<file path="src/rtl/echo_indication_output.sv">
// rtl/echo_indication_output.sv - serializes heard(meth, v) calls into 3-beat pipe messages
// A small FIFO decouples the caller from pipe backpressure; the beat FSM frames each entry.
module echo_indication_output #(
  parameter int DEPTH = 4,
  parameter int MID   = 1,
  parameter int LEN   = 3
) (
  input  logic        CLK,
  input  logic        nRST,
  input  logic        indication_heard__ENA,
  input  logic [31:0] indication_heard_meth,
  input  logic [31:0] indication_heard_v,
  output logic        indication_heard__RDY,
  output logic        pipe_enq__ENA,
  output logic [31:0] pipe_enq_v,
  input  logic        pipe_enq__RDY
);

  localparam int          AW       = $clog2(DEPTH);
  localparam logic [31:0] HDR_WORD = {LEN[15:0], MID[15:0]};

  typedef enum logic [1:0] {
    B_HDR  = 2'd0,
    B_METH = 2'd1,
    B_VAL  = 2'd2
  } beat_t;

  beat_t         beat_q, beat_d;
  logic [63:0]   mem [DEPTH];
  logic [AW-1:0] wr_ptr, rd_ptr;
  logic [AW:0]   count;
  logic          rst_d;
  logic          full, valid, push, pop;
  logic [63:0]   head;

  // Full comes straight from the registered count, so a pop this cycle
  // does not reopen the accept side until the next cycle.
  assign full  = (count == (AW+1)'(DEPTH));
  assign valid = (count != '0) && !nRST && !rst_d;
  assign head  = mem[rd_ptr];

  assign indication_heard__RDY = !full && !nRST && !rst_d;
  assign push = indication_heard__ENA && indication_heard__RDY;

  always_comb begin
    beat_d        = beat_q;
    pop           = 1'b0;
    pipe_enq_v    = 32'h0;
    pipe_enq__ENA = valid && pipe_enq__RDY;
    if (valid) begin
      case (beat_q)
        B_HDR:   pipe_enq_v = HDR_WORD;
        B_METH:  pipe_enq_v = head[31:0];
        B_VAL:   pipe_enq_v = head[63:32];
        default: pipe_enq_v = 32'h0;
      endcase
    end
    if (pipe_enq__ENA) begin
      case (beat_q)
        B_HDR:  beat_d = B_METH;
        B_METH: beat_d = B_VAL;
        default: begin
          beat_d = B_HDR;
          pop    = 1'b1;
        end
      endcase
    end
  end

  always_ff @(posedge CLK) begin
    if (nRST) begin
      beat_q <= B_HDR;
      wr_ptr <= '0;
      rd_ptr <= '0;
      count  <= '0;
      rst_d  <= 1'b1;
    end else begin
      rst_d  <= 1'b0;
      beat_q <= beat_d;
      if (push) wr_ptr <= wr_ptr + 1'b1;
      if (pop)  rd_ptr <= rd_ptr + 1'b1;
      case ({push, pop})
        2'b10:   count <= count + 1'b1;
        2'b01:   count <= count - 1'b1;
        default: count <= count;
      endcase
    end
  end

  always_ff @(posedge CLK) begin
    if (push) mem[wr_ptr] <= {indication_heard_v, indication_heard_meth};
  end

endmodule

</file>
<file path="config.mk">
export PLATFORM = sky130hd
export DESIGN_NAME = echo_indication_output
export DESIGN_NICKNAME = d
export VERILOG_FILES = /design/src/rtl/echo_indication_output.sv
export SDC_FILE = /design/constraint.sdc
export NUM_CORES = 1
export LEC_CHECK = 0
export BUFFER_PORTS_ARGS = -buffer_cell sky130_fd_sc_hd__buf_4
export CORE_UTILIZATION = 58
export DETAILED_ROUTE_END_ITERATION = 6
export HOLD_SLACK_MARGIN = 0.03
export PLACE_DENSITY = 0.81
export SLEW_MARGIN = 10
export SYNTH_ARGS = -nofsm -noshare
export SYNTH_HDL_FRONTEND = slang
export SYNTH_SLANG_ARGS = --single-unit
</file>
<file path="constraint.sdc">
create_clock -name CLK -period 3.66 [get_ports CLK]
set_clock_uncertainty 0.15 [all_clocks]
set_input_delay 0.183 -clock CLK [delete_from_list [all_inputs] [get_ports CLK]]
set_output_delay 0.183 -clock CLK [all_outputs]
set_load 0.1 [all_outputs]
</file>
==> impl_metrics.csv <==
group,metric,value,unit
timing,fmax,316,MHz
global_route,gr-total-overflow,0,
yosys,synth-simple-area-share,2.09,%
power,total_power,0.00641,W
setup_path,crit_family,"buffers and inverters",
clock_tree,cts.clk_slew.worst_paths,0.06,ns
route,first_pass_iters,5,
clock_tree,ctsHoldBuffers,67,
yosys,ys.flop_type,"edfxtp_1",
floorplan,die_area,18200,um2
timing,report.final.slew_viol_count,0,
power,powerDensity,501,nW/um2
setup_path,cp_slowest_cell,"nor3_4",
route,antenna_left,0,
run_status,outcome,"complete, no violations",
setup_path,required,3.33,ns
timing,rsz0062_at_grt,"no",
floorplan,die_h,135,um
clock_tree,insertion_delay,0.52,ns
clock_tree,cts-buffers-inserted,26,
setup_path,critPathArrivalTime,2.83,ns
timing,slew_headroom,31.9,%
clock_tree,cts_sinks,268,
floorplan,initial_core_util,59.4,%
global_route,grtUsageTotal,23.3,%
yosys,synth_xor_area_share,0.171,%
clock_tree,cts_setup_buffers,0,
floorplan,core.rowCount,48,
job,maxCapViolCount,0,
timing,layout_min_cycle_time,3.16,ns
setup_path,path_class,"in -> out",
hold_path,min_path_type,"in -> reg",
clock_tree,cts_resized,0,
global_route,antenna_found_initial,1,
setup_path,path_cells,"dlygate4sd3_1 -> buf_4 -> or2_4 -> nor3_4 -> buf_4 -> a22o_1 -> buf_4",
timing,post-route-period-util,86.4,%
yosys,synthAdderAreaFrac,0.804,%
timing,tightestPinTransition,1.02,ns
clock_tree,clock_path_buffers,3,
setup_path,rr_worst_depth,9,
setup_path,endpoint_kind,"primary output",
yosys,synthesis.nets,529,
yosys,synth_edf_count,256,
setup_path,cp_max_fo,16,
yosys,synthArstFlopShare,0,%
yosys,muxShareOfSynthArea,14.2,%
setup_path,slowest_delay,0.75,ns
finish,syn2layout_area_growth,24.4,%
power,vdd_drop_max,457,uV
yosys,syn_inst,455,
global_route,grt_first_pass_wirelength,30900,um
timing,finalSetupTns,0,ns
timing,finalSetupViolCount,0,
yosys,syn-cell-area,10300,um2
route,routed_wl,20400,um
clock_tree,htreeDepth,1,
setup_path,cp.depth,7,
setup_path,crit_top_cell,"buf_4",
yosys,ys_warn_count,0,
floorplan,die-width,135,um
route,viasPerCell,5.90,
placed_design,place_congestion,0.759,
finish,nets,707,
route,dr_total_vias,5187,
yosys,synth_top_family_by_area,"multiplexers",
yosys,syn_avg_cell_area,22.6,um2
timing,hold_viol_final,0,
yosys,synth.distinct_cells,39,
floorplan,core_area,17300,um2
yosys,synth_compound_area_share,3.48,%
route,remaining_drc_errors,0,
clock_tree,cts_root_buffer,"clkbuf_16",
route,wl_per_cell,23.2,um
clock_tree,cts_tree,"done",
placed_design,numPortBuffers,101,
setup_path,start_kind,"input port",
hold_path,min_path_cells,2,
setup_path,path_buf_inv,4,
placed_design,dp_hpwl,10900,um
global_route,grt_max_degree,68,
yosys,ys_seq_area_share,77.2,%
global_route,first_global_vias,5581,
route,drt-initial-drc-count,310,
yosys,ys_ff_latch,268,
power,p_leak,4.26,nW
floorplan,io_pins,102,
finish,drive_above_1_share,33.7,%
cell usage after synthesis, types with 2 or more instances:
master	n	area, um2
and2_1	5	31.3
xor2_1	2	17.5
clkbuf_1	4	15.0
nand2_1	3	11.3
a22o_1	29	254
buf_2	8	40.0
o21ai_0	2	10.0
dfxtp_1	12	240
a32o_1	3	30.0
buf_6	7	78.8
edfxtp_1	256	7690
or3_1	3	18.8
mux4_2	61	1370
a21oi_1	7	35.0
nor2_1	6	22.5
ha_1	5	62.6
buf_4	3	22.5
inv_1	8	30.0
mux2i_1	9	90.1
nand3_1	3	15.0
kinds of logic after synthesis:
| logic type | after synthesis |
|---|---|
| mux | 70 |
| simple gates | 32 |
| flops | 268 |
| fa+ha+maj | 6 |
| xor+xnor | 2 |
| buf+inv | 33 |
| compound gates | 44 |
through the flow:
stage | utilization [%] | area (um2) | instances | worst slack, ns | hold slack [ns]
after detailed placement | 64.9 | 11200 | 763 | 0.984 | 0.235
final | 73.9 | 12800 | 879 | 0.497 | 0.256
after CTS | 73.9 | 12800 | 878 | 0.543 | 0.238
after floorplan | - | 10300 | 455 | 0.698 | 0.0607
after global routing | 73.9 | 12800 | 879 | 0.411 | 0.251
after global placement | 64.9 | 11200 | 763 | 1.16 | 0.228
area by class of cell:
type	instances	area [um2]
clock inverter	12	163
clock buffer	36	729
inverter	9	33.8
timing repair buffer	174	1490
sequential	268	7940
tap	225	282
fill	950	4510
multi-input combinational	154	2150
antenna	1	2.50
where the power goes:
part / internal (W) / switching [W] / leakage, nW
Sequential: 0.00340 / 0.0000140 / 2.41
Clock: 0.00168 / 0.00107 / 0.441
Combinational: 0.000125 / 0.000117 / 1.41
final timing paths:
path              slack (ns)                    from       endpoint
hold / removal          0.26  indication_heard_v[30]     mem[0][62]
hold reg to reg         0.31               rd_ptr[1]      flip-flop
setup reg to reg        0.99                count[2]       count[2]
setup / recovery        0.50                    nRST  pipe_enq_v[4]
placed cells by master, fill, tap and decap left out, drive strengths merged, types with 2 or more instances in the layout:
cell type    instances
edfxtp             256
buf                107
dlygate4sd3         67
mux4                61
clkbuf              36
a22o                29
dfxtp               12
inv                 10
mux2i                9
a21oi                7
clkinv               7
nor2                 6
ha                   5
and2                 5
bufinv               4
nand3                3
a32o                 3
or3                  3
nand2                3
nor3                 3
xor2                 2
o21ai                2
o31ai                2
state kept, by name, indices dropped and copies added, names as in the netlist, named ones only:
register / count
count: 3
mem: 256
rd_ptr: 2
rst_d: 1
beat_q: 2
wr_ptr: 2
routing by layer:
| metal | vias to the layer above | wire length, um | part of all wire [%] | track usage, % |
|---|---|---|---|---|
| met1 | 2700 | 7890 | 39 | 29.3 |
| met2 | 184 | 11100 | 54 | 42.2 |
| met5 | - | 0 | 0 | 0 |
| met4 | 0 | 385 | 1.9 | 6.49 |
| met3 | 30 | 1050 | 5.2 | 3.23 |
| li1 | 2273 | - | - | - |
Power figures use the tool's default switching activity.
